## src/rtl/psum_drain_pkg.sv

```systemverilog
// Shared PE configuration for the psum drain stage: vector geometry, config tags,
// drain settings and the FSM encoding.
package psum_drain_pkg;

    localparam int PE_ROW       = 8;
    localparam int PE_PSUMDWD   = 16;
    localparam int DRAIN_LANES  = 2;
    localparam int DRAIN_ODWD   = 8;
    localparam int DRAIN_ADDRWD = 10;

    typedef struct packed {
        logic [3:0] layer;
        logic [3:0] tile;
    } PSconf;

    typedef struct packed {
        logic [3:0]              shift;
        logic                    relu;
        logic [DRAIN_ADDRWD-1:0] base_addr;
    } DrainConf;

    typedef enum logic {
        ST_EMPTY = 1'b0,
        ST_DRAIN = 1'b1
    } drain_state_t;

endpackage

```

## src/rtl/psum_drain_if.sv

```systemverilog
// Input vector channel (POUT) and output beat channel (OUT) of the psum drain stage.
interface psum_drain_if
    import psum_drain_pkg::*;
#(
    parameter int PEROW   = PE_ROW,
    parameter int PSUMDWD = PE_PSUMDWD,
    parameter int LANES   = DRAIN_LANES,
    parameter int ODWD    = DRAIN_ODWD,
    parameter int ADDRWD  = DRAIN_ADDRWD
);

    // Both channels: rdy is the sender's valid, ack the receiver's accept; a transfer
    // happens in any cycle where rdy && ack. Payload is only meaningful while rdy is high.
    logic                     POUT_rdy;
    logic                     POUT_ack;
    logic [PEROW*PSUMDWD-1:0] i_Psum_POUT;
    PSconf                    i_psconf_POUT;

    logic                     OUT_rdy;
    logic                     OUT_ack;
    logic [LANES*ODWD-1:0]    o_data;
    logic [ADDRWD-1:0]        o_addr;
    logic                     o_last;
    PSconf                    o_psconf;

    modport master (
        output POUT_rdy, i_Psum_POUT, i_psconf_POUT, OUT_ack,
        input  POUT_ack, OUT_rdy, o_data, o_addr, o_last, o_psconf
    );

    modport slave (
        input  POUT_rdy, i_Psum_POUT, i_psconf_POUT, OUT_ack,
        output POUT_ack, OUT_rdy, o_data, o_addr, o_last, o_psconf
    );

endinterface

```

## src/rtl/psum_quant.sv

```systemverilog
// One-lane re-quantizer: optional ReLU, round-half-up arithmetic right shift, saturation.
module psum_quant #(
    parameter int IW = 16,
    parameter int OW = 8
) (
    input  logic signed [IW-1:0] x,
    input  logic        [3:0]    shift,
    input  logic                 relu,
    output logic signed [OW-1:0] y
);

    localparam logic signed [IW:0] Y_MAX = (IW+1)'((1 << (OW-1)) - 1);
    localparam logic signed [IW:0] Y_MIN = (IW+1)'(-(1 << (OW-1)));

    logic signed [IW-1:0] xr;
    logic signed [IW:0]   rnd;
    logic signed [IW:0]   r;
    logic signed [IW:0]   s;

    // One extra bit keeps x + rounding constant from wrapping at the positive end.
    always_comb begin
        xr  = (relu && x[IW-1]) ? '0 : x;
        rnd = '0;
        if (shift != 4'd0) begin
            rnd = (IW+1)'(1) << (shift - 4'd1);
        end
        r = (IW+1)'(xr) + rnd;
        s = r >>> shift;
        if (s > Y_MAX) begin
            y = Y_MAX[OW-1:0];
        end else if (s < Y_MIN) begin
            y = Y_MIN[OW-1:0];
        end else begin
            y = s[OW-1:0];
        end
    end

endmodule

```

## src/rtl/psum_drain.sv

```systemverilog
// Holds one psum vector and serializes it into LANES-wide quantized beats with an
// auto-incrementing output-buffer address.
module psum_drain
    import psum_drain_pkg::*;
#(
    parameter int PEROW   = PE_ROW,
    parameter int PSUMDWD = PE_PSUMDWD,
    parameter int LANES   = DRAIN_LANES,
    parameter int ODWD    = DRAIN_ODWD,
    parameter int ADDRWD  = DRAIN_ADDRWD
) (
    input  logic              i_clk,
    input  logic              i_rstn,
    psum_drain_if.slave       bus,
    input  logic [3:0]        i_shift,
    input  logic              i_relu,
    input  logic [ADDRWD-1:0] i_base_addr,
    input  logic              i_clear,
    output drain_state_t      dbg_state
);

    localparam int BEATS = PEROW / LANES;
    localparam int BW    = (BEATS > 1) ? $clog2(BEATS) : 1;
    localparam int LW    = (PEROW > 1) ? $clog2(PEROW) : 1;

    drain_state_t          state_q;
    drain_state_t          state_d;
    logic [BW-1:0]         beat_idx;
    logic [ADDRWD-1:0]     addr_q;
    logic [PSUMDWD-1:0]    vec_q [PEROW];
    logic [PSUMDWD-1:0]    vec_in [PEROW];
    PSconf                 psconf_q;
    DrainConf              cfg;
    logic                  last;
    logic                  in_xfer;
    logic                  beat_xfer;
    logic [LANES*ODWD-1:0] q_data;

    assign cfg = '{shift: i_shift, relu: i_relu, base_addr: DRAIN_ADDRWD'(i_base_addr)};

    for (genvar g = 0; g < PEROW; g++) begin : g_unpack
        assign vec_in[g] = bus.i_Psum_POUT[g*PSUMDWD +: PSUMDWD];
    end

    always_ff @(posedge i_clk or negedge i_rstn) begin
        if (!i_rstn) begin
            state_q <= ST_EMPTY;
        end else begin
            state_q <= state_d;
        end
    end

    // A new vector accepted on the last beat keeps the stage in DRAIN with no bubble.
    always_comb begin
        state_d = state_q;
        if (i_clear) begin
            state_d = ST_EMPTY;
        end else begin
            case (state_q)
                ST_EMPTY: if (in_xfer) state_d = ST_DRAIN;
                ST_DRAIN: if (beat_xfer && last && !in_xfer) state_d = ST_EMPTY;
                default:  state_d = ST_EMPTY;
            endcase
        end
    end

    always_comb begin
        last         = (state_q == ST_DRAIN) && (beat_idx == BW'(BEATS - 1));
        bus.OUT_rdy  = (state_q == ST_DRAIN) && !i_clear;
        bus.POUT_ack = !i_clear && ((state_q == ST_EMPTY) ||
                                    ((state_q == ST_DRAIN) && last && bus.OUT_ack));
        bus.o_last   = last;
        in_xfer      = bus.POUT_rdy && bus.POUT_ack;
        beat_xfer    = bus.OUT_rdy && bus.OUT_ack;
        dbg_state    = state_q;
    end

    always_ff @(posedge i_clk or negedge i_rstn) begin
        if (!i_rstn) begin
            beat_idx <= '0;
            addr_q   <= '0;
            psconf_q <= '0;
            for (int i = 0; i < PEROW; i++) begin
                vec_q[i] <= '0;
            end
        end else if (i_clear) begin
            beat_idx <= '0;
            addr_q   <= ADDRWD'(cfg.base_addr);
        end else begin
            if (beat_xfer) begin
                addr_q <= addr_q + ADDRWD'(1);
            end
            if (in_xfer) begin
                vec_q    <= vec_in;
                psconf_q <= bus.i_psconf_POUT;
                beat_idx <= '0;
            end else if (beat_xfer) begin
                beat_idx <= beat_idx + BW'(1);
            end
        end
    end

    for (genvar k = 0; k < LANES; k++) begin : g_lane
        logic [LW-1:0]          lane_idx;
        logic signed [ODWD-1:0] q;

        assign lane_idx = LW'(int'(beat_idx) * LANES + k);

        psum_quant #(
            .IW (PSUMDWD),
            .OW (ODWD)
        ) u_quant (
            .x     (vec_q[lane_idx]),
            .shift (cfg.shift),
            .relu  (cfg.relu),
            .y     (q)
        );

        assign q_data[k*ODWD +: ODWD] = q;
    end

    assign bus.o_data   = q_data;
    assign bus.o_addr   = addr_q;
    assign bus.o_psconf = psconf_q;

endmodule

```

## src/flat_wrapper.sv

```systemverilog
// flat-port wrapper written by rule: the top's interface ports become plain ports
module psum_drain_flat import psum_drain_pkg::*;
#(
    parameter int PEROW   = PE_ROW,
    parameter int PSUMDWD = PE_PSUMDWD,
    parameter int LANES   = DRAIN_LANES,
    parameter int ODWD    = DRAIN_ODWD,
    parameter int ADDRWD  = DRAIN_ADDRWD
)
  (i_clk, i_rstn, i_shift, i_relu, i_base_addr, i_clear, dbg_state, bus_POUT_rdy, bus_i_Psum_POUT, bus_i_psconf_POUT, bus_OUT_ack, bus_POUT_ack, bus_OUT_rdy, bus_o_data, bus_o_addr, bus_o_last, bus_o_psconf);
  psum_drain_if #(.PEROW(PEROW), .PSUMDWD(PSUMDWD), .LANES(LANES), .ODWD(ODWD), .ADDRWD(ADDRWD)) bus_i ();
  input  logic i_clk;
  input  logic i_rstn;
  input  logic [3:0] i_shift;
  input  logic i_relu;
  input  logic [ADDRWD-1:0] i_base_addr;
  input  logic i_clear;
  output drain_state_t dbg_state;
  input wire logic [$bits(bus_i.POUT_rdy)-1:0] bus_POUT_rdy;
  input wire logic [$bits(bus_i.i_Psum_POUT)-1:0] bus_i_Psum_POUT;
  input wire logic [$bits(bus_i.i_psconf_POUT)-1:0] bus_i_psconf_POUT;
  input wire logic [$bits(bus_i.OUT_ack)-1:0] bus_OUT_ack;
  output wire logic [$bits(bus_i.POUT_ack)-1:0] bus_POUT_ack;
  output wire logic [$bits(bus_i.OUT_rdy)-1:0] bus_OUT_rdy;
  output wire logic [$bits(bus_i.o_data)-1:0] bus_o_data;
  output wire logic [$bits(bus_i.o_addr)-1:0] bus_o_addr;
  output wire logic [$bits(bus_i.o_last)-1:0] bus_o_last;
  output wire logic [$bits(bus_i.o_psconf)-1:0] bus_o_psconf;
  assign bus_i.POUT_rdy = bus_POUT_rdy;
  assign bus_i.i_Psum_POUT = bus_i_Psum_POUT;
  assign bus_i.i_psconf_POUT = bus_i_psconf_POUT;
  assign bus_i.OUT_ack = bus_OUT_ack;
  assign bus_POUT_ack = bus_i.POUT_ack;
  assign bus_OUT_rdy = bus_i.OUT_rdy;
  assign bus_o_data = bus_i.o_data;
  assign bus_o_addr = bus_i.o_addr;
  assign bus_o_last = bus_i.o_last;
  assign bus_o_psconf = bus_i.o_psconf;
  psum_drain #(.PEROW(PEROW), .PSUMDWD(PSUMDWD), .LANES(LANES), .ODWD(ODWD), .ADDRWD(ADDRWD)) u_core (.i_clk(i_clk), .i_rstn(i_rstn), .bus(bus_i), .i_shift(i_shift), .i_relu(i_relu), .i_base_addr(i_base_addr), .i_clear(i_clear), .dbg_state(dbg_state));
endmodule
```

## config.mk

```make
export PLATFORM = sky130hd
export DESIGN_NAME = psum_drain_flat
export DESIGN_NICKNAME = d
export VERILOG_FILES = /design/src/rtl/psum_drain_pkg.sv /design/src/rtl/psum_drain_if.sv /design/src/rtl/psum_quant.sv /design/src/rtl/psum_drain.sv /design/src/flat_wrapper.sv
export SDC_FILE = /design/constraint.sdc
export NUM_CORES = 1
export LEC_CHECK = 0
export BUFFER_PORTS_ARGS = -buffer_cell sky130_fd_sc_hd__buf_4
export CAP_MARGIN = 0
export CELL_PAD_IN_SITES_DETAIL_PLACEMENT = 1
export CELL_PAD_IN_SITES_GLOBAL_PLACEMENT = 1
export CORE_MARGIN = 2
export CORE_UTILIZATION = 40
export CTS_CLUSTER_SIZE = 40
export DETAILED_ROUTE_END_ITERATION = 12
export GPL_TIMING_DRIVEN = 0
export MAX_ROUTING_LAYER = met4
export PLACE_DENSITY = 0.83
export REMOVE_ABC_BUFFERS = 1
export SLEW_MARGIN = 20
export SYNTH_ARGS = -nofsm -noshare
export SYNTH_HDL_FRONTEND = slang
export SYNTH_SLANG_ARGS = --single-unit
```

## constraint.sdc

```tcl
create_clock -name i_clk -period 5.6 [get_ports i_clk]
set_input_delay 0.56 -clock i_clk [delete_from_list [all_inputs] [get_ports i_clk]]
set_output_delay 0.56 -clock i_clk [all_outputs]
set_load 0.01 [all_outputs]
```

==> impl_metrics.csv, run 1 <==
group,metric,value,unit
run_status,status,"finished with violations",
run_status,violations,"setup timing",
floorplan,dieWidth,170,µm
floorplan,dieArea,28900,µm²
placement,post-place-ws,-1.33,ns
cells_and_area,nFillCells,2880,
routing,remaining_drc_errors,0,
critical_path,crit_path_start_kind,"flip-flop",
sta,setup_tns,-1.37,ns
routing,met3_length,2300,µm
cts,cts_hold_buf,0,
routing,vias,10100,
sta,finalCritPeriodShare,1.02,
yosys,syn_inst,1072,
cts,cts_buffers,17,
cells_and_area,final_nets,1475,
cells_and_area,n_antenna_cell,0,
yosys,syn_area,11000,µm²
sta,final_hold_viol_count,0,
routing,topRoutingLayerUsed,"met4",
floorplan,start_util,0.409,
global_routing,overflow,0,
yosys,yosysSeqAreaShare,0.338,
cells_and_area,final_area,14800,µm²
sta,slew_viol_final,0,
placement,dp_hpwl,25900,µm
yosys,synth_edf_count,0,
critical_path,reg2reg_from,"u_core.beat_idx[0]",
yosys,ys_types,87,
sta,worst_hold_slack,0.0446,ns
cells_and_area,instances_no_fill,1646,
critical_path,crit_path_end_kind,"output pin",
floorplan,die_h,170,µm
critical_path,required,5.04,ns
yosys,synthFlopType,"dfrtp_1",
placement,place_congestion,0.883,
critical_path,reg2reg_slack,2.69,ns
routing,met2_wirelength,21100,µm
cts,clk_pin_slew,0.07,ns
placement,dpl_cell_area,12800,µm²
routing,drtIter0Drc,701,
routing,wl_met1,16200,µm
yosys,ys_seq_elements,149,
floorplan,coreArea,27000,µm²
cts,cts.sinks,149,
worst_hold_path,hp-class,"input pin to asynchronous set/reset pin",
power_and_ir_drop,irDropWorstVdd,193,µV
power_and_ir_drop,powerDensity,304,nW/µm²
floorplan,boundaryPins,194,
sta,relSlewSlack,0.479,
sta,rsz0062_at_grt,"true",
global_routing,first_global_vias,10700,
sta,fin_skew,0.00929,ns
global_routing,grt_pass1_wl,60600,µm
routing,antenna_left,0,
critical_path,critPathLaunch,"u_core.beat_idx[0]",
sta,worst_slack,-0.127,ns
global_routing,grt_max_degree,98,
routing,drtPass1Iterations,7,
placement,dp.cells,1542,
routing,vias_per_cell,6.14,
sta,timing.fmax,175,MHz
critical_path,cp.arrival,5.17,ns
cts,cts-root-buf,"clkbuf_16",
critical_path,worst-setup-path-type,"flip-flop to output pin",
yosys,synth_warnings,0,
routing,wl_per_cell,24.8,µm
yosys,async_flop_share,1.00,
critical_path,endpoint,"bus_o_data[0]",
yosys,yosysTopAreaCell,"dfrtp_1",
sta,setup_violations,14,
critical_path,worstPathMaxFanout,9,
routing,wirelength,40900,µm
flow_run,maxCapViolCount,0,
power_and_ir_drop,p_leak,6.03,nW
yosys,avgSynthCellArea,10.3,µm²
critical_path,r2r-end,"u_core.vec_q[107]",
cts,cts_tree,"built",
cts,cts_max_level,4,
global_routing,grt_use_total,0.277,
cells_and_area,mostFrequentLayoutCell,"buf_4",
cts,ctsLongestPathBuffers,2,
floorplan,num_rows,60,
global_routing,antenna_found_initial,0,
cells_and_area,area.growth.synth_to_final,33.7,%
sta,min_period,5.73,ns
yosys,synth_area_leaders,"dfrtp_1, mux2_2, mux4_2",
cells_and_area,final_cell_mix,"buf_4, dfrtp_1, mux2_2",
placement,port_buffers,193,
yosys,synth_top_area_frac,0.338,
sta,tightest_slew,0.778,ns
cts,clock_latency,0.43,ns
critical_path,ff2ff_path_depth,10,
cells_and_area,drive_gt1_frac,0.485,
==> stage by stage <==
stage                     power [W]   util
after detailed placement    0.00294  0.473
final                       0.00449  0.546
after floorplan             0.00240      -
after CTS                   0.00430  0.523
after global routing        0.00470  0.546
after global placement      0.00286  0.467
==> logic make-up after synthesis <==
group / Yosys count / share of synthesized area
flip-flops: 149 / 0.338
buffers and inverters: 83 / 0.0308
multiplexers: 217 / 0.257
adder cells (fa/ha/maj): 31 / 0.0340
other: 1 / 0.000340
AO/OA/AOI/OAI: 257 / 0.163
XOR/XNOR: 48 / 0.0394
AND/OR/NAND/NOR: 286 / 0.138
==> sequential cells by signal, indices dropped and copies added (netlist names) <==
name                 flops
u_core.beat_idx          2
u_core.bus.o_addr       10
u_core.bus.o_psconf      8
u_core.dbg_state         1
u_core.vec_q           128
==> timing repair <==
action,in CTS,in global routing
endpoints found under the hold margin,0,0
cloned,2,1
endpoints found under the setup margin,15,14
buffers inserted,40,31
resized for setup,92,84
pin swaps,31,38
==> power by group <==
part,switching (W),total [W],internal (W)
Combinational,0.000956,0.00189,0.000930
Clock,0.000516,0.00118,0.000669
Sequential,0.000148,0.00142,0.00127
Total,0.00162,0.00449,0.00287
==> worst min-delay path by stage <==
| stage | from | end | depth (start not counted) |
|---|---|---|---|
| CTS | i_rstn | u_core.vec_q[77] | 1 |
| global route | i_rstn | u_core.vec_q[77] | 1 |
| finish | i_rstn | u_core.vec_q[77] | 1 |
| detailed placement | u_core.vec_q[41] | u_core.vec_q[41] | 1 |
| global placement | u_core.vec_q[72] | u_core.vec_q[72] | 1 |
| floorplan | i_rstn | u_core.beat_idx[0] | 0 |
==> synth_stat cells, drive strengths merged, types with 6 or more instances <==
cell    number
a31oi       15
xor2        19
o21a        11
and3        14
a31o         8
nor2b       10
clkbuf      51
dfrtp      149
o221ai       8
ha          26
o211a        6
inv          9
nand2       83
mux2i       33
a21oi       54
nand4       11
mux4        38
nor2        54
nand3       17
a21boi       6
a21o        12
nor3        15
o21ai       55
mux2       146
nand2b      10
buf         21
and2        32
o211ai      14
a211oi      12
xnor2       29
==> routing by layer <==
metal  track usage  up-vias
met5             -        -
met4        0.0918        0
met3        0.0656       75
met2         0.474      339
met1         0.322     5194
li1              -     4493
==> cell type report <==
| cell class | count | area, µm² | area share |
|---|---|---|---|
| clock inverter | 14 | 164 | 0.0111 |
| sequential | 149 | 3740 | 0.253 |
| clock buffer | 17 | 425 | 0.0288 |
| tap | 341 | 427 | 0.0289 |
| timing repair buffer | 271 | 2220 | 0.150 |
| timing repair inverter | 1 | 5.00 | 0.000339 |
| multi-input combinational | 842 | 7730 | 0.524 |
| inverter | 11 | 57.6 | 0.00390 |
==> worst max-delay path, stage by stage (launching register included) <==
cell	delay [ns]
dfrtp_4	0.53
buf_12	0.15
buf_12	0.14
buf_4	0.13
mux4_2	0.45
and2_1	0.21
xor2_1	0.15
ha_1	0.25
a31o_2	0.27
a31o_2	0.30
a21oi_4	0.18
mux2_2	0.38
a311o_1	0.34
a21boi_0	0.15
o32ai_1	0.35
nand4_1	0.22
o21ai_4	0.25
o21ai_0	0.12
buf_4	0.16
Note: power is estimated with default switching activity, not from simulation.
==> run 2: changes to the inputs <==
Clock period 5.6 ns to 5.2 ns, I/O delays scaled along.
==> run 2 against run 1 <==
Net effect:
- the flow still finishes with violations (setup timing)
- sequential share of layout area about the same
- critical path type unchanged
- worst hold slack got worse by 0.044 ns
- die area unchanged
- via count is 0.73% higher
- sequential power is 8% higher
- combinational power rose by 8%
- core utilization is 0.088 points lower
- largest cell class unchanged
- clock-buffer cell count stayed put
- global-route usage grew 0.72 points
- design area decreased by 0.16%
- flip-flop and latch count unchanged
==> impl_metrics.csv, run 2 (synthesized netlist as in run 1, its figures left out) <==
group,metric,value,unit
global_routing,antenna_found_initial,0,
power_and_ir_drop,irDropWorstVdd,212,µV
critical_path,reg2reg_from,"u_core.beat_idx[0]",
routing,vias,10200,
cts,cts.sinks,149,
power_and_ir_drop,p_switching,0.00176,W
placement,port_buffers,193,
power_and_ir_drop,internal_power,0.00310,W
cells_and_area,n_antenna_cell,0,
cells_and_area,drive_gt1_frac,0.479,
cells_and_area,multiInputGateArea,7720,µm²
cells_and_area,final_cell_mix,"buf_4, dfrtp_1, mux2_2",
cts,clk_pin_slew,0.07,ns
placement,dp_hpwl,25900,µm
cts,cts_tree,"built",
power_and_ir_drop,p_leak,6.02,nW
power_and_ir_drop,p_clk_frac,0.262,
sta,final_hold_viol_count,0,
routing,drtIter0Drc,688,
sta,slew_viol_final,0,
critical_path,worst-setup-path-type,"flip-flop to output pin",
global_routing,grt_use_total,0.285,
cells_and_area,seqCellArea,3740,µm²
critical_path,crit_path_start_kind,"flip-flop",
cts,clock_latency,0.44,ns
global_routing,overflow,0,
cts,cts-root-buf,"clkbuf_16",
placement,place_congestion,0.883,
sta,setup_violations,14,
sta,relSlewSlack,0.359,
floorplan,dieWidth,170,µm
run_status,status,"finished with violations",
sta,fin_skew,0.00747,ns
routing,wl_per_cell,25.0,µm
floorplan,coreArea,27000,µm²
placement,post-place-ws,-1.65,ns
cells_and_area,largest_register_ffs,128,
global_routing,grt_max_degree,98,
sta,worst_slack,-0.437,ns
cts,cts_max_level,4,
floorplan,boundaryPins,194,
floorplan,die_h,170,µm
cells_and_area,mostFrequentLayoutCell,"buf_4",
critical_path,critPathLaunch,"u_core.beat_idx[0]",
sta,finalCritPeriodShare,1.08,
flow_run,maxCapViolCount,0,
routing,remaining_drc_errors,0,
routing,wirelength,41100,µm
critical_path,cp.arrival,5.12,ns
cells_and_area,final_nets,1473,
floorplan,start_util,0.409,
cells_and_area,area.growth.synth_to_final,33.5,%
power_and_ir_drop,pwr-share-seq,0.315,
sta,min_period,5.64,ns
worst_hold_path,hp-class,"input pin to asynchronous set/reset pin",
critical_path,required,4.68,ns
routing,antenna_left,0,
routing,vias_per_cell,6.19,
sta,timing.fmax,177,MHz
routing,drtPass1Iterations,6,
floorplan,num_rows,60,
global_routing,grt_pass1_wl,61700,µm
power_and_ir_drop,combPwrFrac,0.422,
global_routing,first_global_vias,10800,
cells_and_area,top_register,"u_core.vec_q",
cts,ctsLongestPathBuffers,2,
power_and_ir_drop,p_sw_frac,0.362,
sta,tightest_slew,0.955,ns
cells_and_area,nFillCells,2902,
power_and_ir_drop,powerDensity,330,nW/µm²
critical_path,worstPathMaxFanout,7,
cts,cts_buffers,17,
sta,worst_hold_slack,0.000440,ns
sta,rsz0062_at_grt,"true",
run_status,violations,"setup timing",
floorplan,dieArea,28900,µm²
critical_path,crit_path_end_kind,"output pin",
run 2: repair_timing:
item	4_1_cts	5_1_grt
endpoints found under the setup margin	16	14
setup buffers	49	19
hold buffers	0	0
gates cloned	2	1
resized for setup	116	58
pin swaps	31	38
run 2: cell type report:
cell class / instances / share of cell area
Clock buffer: 17 / 0.0289
Clock inverter: 14 / 0.0111
Tap cell: 341 / 0.0289
Timing Repair Buffer: 269 / 0.150
Multi-Input combinational cell: 842 / 0.524
Inverter: 11 / 0.00390
Timing Repair inverter: 1 / 0.000340
Sequential cell: 149 / 0.253
run 2: power groups by stage:
stage                     Sequential, W  Combinational (W)  Clock [W]
final                           0.00153            0.00205    0.00127
after global routing            0.00155            0.00218    0.00134
after CTS                       0.00152            0.00188    0.00129
after detailed placement        0.00153            0.00163          0
after global placement          0.00151            0.00158          0
after floorplan                 0.00148            0.00110          0
run 2: worst paths after layout:
check	cells after the start	slack, ns	endpoint
max	18	-0.44	bus_o_data[3]
min	1	0.0004	u_core.vec_q[77]
max reg2reg	8	2.50	u_core.vec_q[12]
min reg2reg	1	0.51	u_core.bus.o_psconf[1]
max in group asynchronous	2	4.34	u_core.beat_idx[1]
min in group i_clk	3	0.29	u_core.bus.o_addr[0]
run 2: critical path: stages (launching register included):
cell and delay (ns):
dfrtp_4 0.52, buf_12 0.15, buf_16 0.14, mux4_2 0.50, and2_1 0.21, ha_1 0.25
ha_1 0.23, a31o_2 0.27, a31oi_4 0.36, o32a_1 0.27, o211ai_1 0.10, buf_4 0.18
or3_1 0.30, o311a_1 0.13, and4b_2 0.28, nor4_4 0.31, a31oi_4 0.15, o21ai_1 0.17
buf_4 0.14
run 2: metrics by stage:
step                setup TNS, ns  power (W)  utilization  instance area (µm²)  std cells
finish                      -5.40    0.00486        0.545                14700       1644
floorplan                 -111.93    0.00259            -                10700       1001
global placement          -411.30    0.00308        0.467                12600       1535
detailed placement         -22.53    0.00316        0.473                12800       1542
global route                -7.42    0.00507        0.545                14700       1644
CTS                         -4.13    0.00468        0.530                14300       1624
run 2: layer usage:
metal,track usage,vias up,share of wire
li1,-,4497,-
met1,0.330,5167,0.39
met2,0.484,399,0.51
met3,0.0579,112,0.058
met4,0.113,0,0.039
met5,-,-,0
==> run 3: changes to the inputs <==
Settings changed: CORE_UTILIZATION 40 to 48, CTS_BUF_LIST set to sky130_fd_sc_hd__clkbuf_16, PLACE_DENSITY 0.83 to 0.93.
Clock period 5.2 ns to 7.1 ns, I/O delays scaled along.
==> run 3 against run 2 <==
Net effect:
- the run still ends with setup timing left
- critical endpoint unchanged
- sequential power down 24%
- register-to-register slack gained 2.0 ns
- worst hold slack better by 0.18 ns
- first-iteration DRC count is 62% higher
- setup slack improved by 0.17 ns
- non-clock buffer count down 67
- critical path type unchanged
- cell count decreased by 7.4%
- power down 28%
- global-route usage rose by 8.5 points
- clock power shrank 22%
==> impl_metrics.csv, run 3 (synthesized netlist as in run 1, its figures left out) <==
group,metric,value,unit
global_routing,grt_max_degree,93,
sta,worst_slack,-0.266,ns
critical_path,r2r-end,"u_core.vec_q[33]",
cts,cts-root-buf,"clkbuf_16",
cts,cts.sinks,149,
critical_path,cp.arrival,6.66,ns
cells_and_area,top_register,"u_core.vec_q",
critical_path,path_cells,"buf_12 -> mux2i_4 -> o22a_2 -> and2_1 -> ha_1 -> and3_1 -> and2_1 -> a311oi_1 -> mux2i_1 -> a311o_1 -> o311a_1 -> and4b_1 -> nor4_1 -> a31oi_1 -> o21ai_0 -> buf_4",
global_routing,grt_pass1_wl,66700,µm
power_and_ir_drop,irDropWorstVdd,277,µV
critical_path,ff2ff_path_depth,6,
run_status,status,"finished with violations",
critical_path,cpMostUsedCell,"and2_1",
sta,finalCritPeriodShare,1.04,
sta,fin_skew,0.0137,ns
global_routing,grt_use_total,0.370,
cells_and_area,drive_gt1_frac,0.373,
placement,port_buffers,193,
floorplan,num_rows,55,
sta,worst_hold_slack,0.184,ns
routing,vias,10800,
placement,place_congestion,0.922,
global_routing,overflow,0,
global_routing,antenna_found_initial,1,
cts,cts_tree,"built",
routing,wl_per_cell,31.7,µm
floorplan,coreArea,22600,µm²
routing,wirelength,48300,µm
critical_path,slowest_delay,0.75,ns
critical_path,crit_path_start_kind,"flip-flop",
cells_and_area,final_util,0.593,
sta,timing.fmax,136,MHz
sta,final_hold_viol_count,0,
cells_and_area,seqCellArea,3730,µm²
routing,drtPass1Iterations,8,
power_and_ir_drop,p_leak,5.61,nW
cts,cts_buffers,17,
placement,dp_hpwl,27400,µm
floorplan,die_h,156,µm
worst_hold_path,hp-class,"input pin to asynchronous set/reset pin",
cells_and_area,nFillCells,2383,
critical_path,required,6.39,ns
cells_and_area,largest_register_ffs,128,
sta,tightest_slew,0.905,ns
floorplan,dieArea,24200,µm²
routing,antenna_left,0,
sta,setup_violations,7,
critical_path,reg2reg_slack,4.48,ns
floorplan,dieWidth,156,µm
critical_path,cpMaxStageDelayCell,"a311oi_1",
cells_and_area,final_cell_mix,"buf_4, dfrtp_1, mux2_2",
critical_path,crit_path_end_kind,"output pin",
flow_run,maxCapViolCount,0,
sta,relSlewSlack,0.393,
floorplan,boundaryPins,194,
power_and_ir_drop,finalPower,0.00350,W
routing,remaining_drc_errors,0,
routing,drtIter0Drc,1117,
critical_path,worstPathMaxFanout,27,
floorplan,start_util,0.488,
cells_and_area,mostFrequentLayoutCell,"buf_4",
critical_path,worst-setup-path-type,"flip-flop to output pin",
cts,clock_latency,0.47,ns
run_status,violations,"setup timing",
cells_and_area,final_nets,1405,
critical_path,reg2reg_from,"u_core.beat_idx[0]",
cells_and_area,area.growth.synth_to_final,21.6,%
cells_and_area,multiInputGateArea,7050,µm²
cts,clk_pin_slew,0.07,ns
sta,slew_viol_final,0,
routing,vias_per_cell,7.10,
cts,ctsLongestPathBuffers,2,
cts,cts_max_level,4,
placement,post-place-ws,-0.137,ns
power_and_ir_drop,powerDensity,261,nW/µm²
sta,min_period,7.37,ns
global_routing,first_global_vias,11000,
[run 3: stage by stage]
| step | area (µm²) | instances | TNS [ns] |
|---|---|---|---|
| after CTS | 13300 | 1519 | 0 |
| final | 13400 | 1522 | -1.64 |
| after floorplan | 10700 | 1001 | 0 |
| after detailed placement | 12700 | 1486 | -1.06 |
| after global routing | 13400 | 1522 | -2.88 |
| after global placement | 12600 | 1479 | -103.86 |
[run 3: repair_timing]
action,in CTS,in global routing
cloned,1,0
pin swaps,0,2
setup buffers,0,2
hold buffers,0,0
endpoints found under the setup margin,14,14
resized for setup,7,10
[run 3: critical path, delay by kind of cell, from the launching register on]
kind / cells / cell delay (ns)
compound gates: 6 / 2.48
mux: 2 / 0.89
fa+ha+maj: 1 / 0.38
simple gates: 5 / 1.39
buf+inv: 2 / 0.45
flops: 1 / 0.58
[run 3: layout make-up]
class                   instances  area share
flip-flops and latches        149       0.278
clock buffers                  17      0.0317
multi-input cells             841       0.525
inverters                      11     0.00354
repair buffers                202       0.122
diodes                          1    0.000186
well taps                     285      0.0266
repair inverters                1    0.000373
clock inverters                15      0.0126
[run 3: per-layer routing]
metal / track usage / vias up / routed length, µm
li1: - / 4362 / -
met1: 0.439 / 5325 / 17600
met2: 0.605 / 837 / 22800
met3: 0.0661 / 288 / 4170
met4: 0.195 / 0 / 3750
met5: - / - / 0
[run 3: worst max-delay path by stage]
| stage | slack (ns) | from | cells after the start | endpoint |
|---|---|---|---|---|
| finish | -0.27 | u_core.beat_idx[1] | 16 | bus_o_data[3] |
| floorplan | 0.65 | u_core.beat_idx[0] | 15 | bus_o_data[10] |
| CTS | 0.07 | u_core.beat_idx[0] | 18 | bus_o_data[10] |
| detailed placement | -0.14 | i_shift[1] | 17 | bus_o_data[10] |
| global route | -0.44 | u_core.beat_idx[1] | 16 | bus_o_data[3] |
| global placement | -0.72 | u_core.beat_idx[0] | 5 | u_core.vec_q[75] |
[run 3: power breakdown]
group / internal [W] / switching, W / leakage, nW
clock network: 0.000527 / 0.000460 / 0.278
registers: 0.00100 / 0.000154 / 1.76
logic: 0.000603 / 0.000750 / 3.57
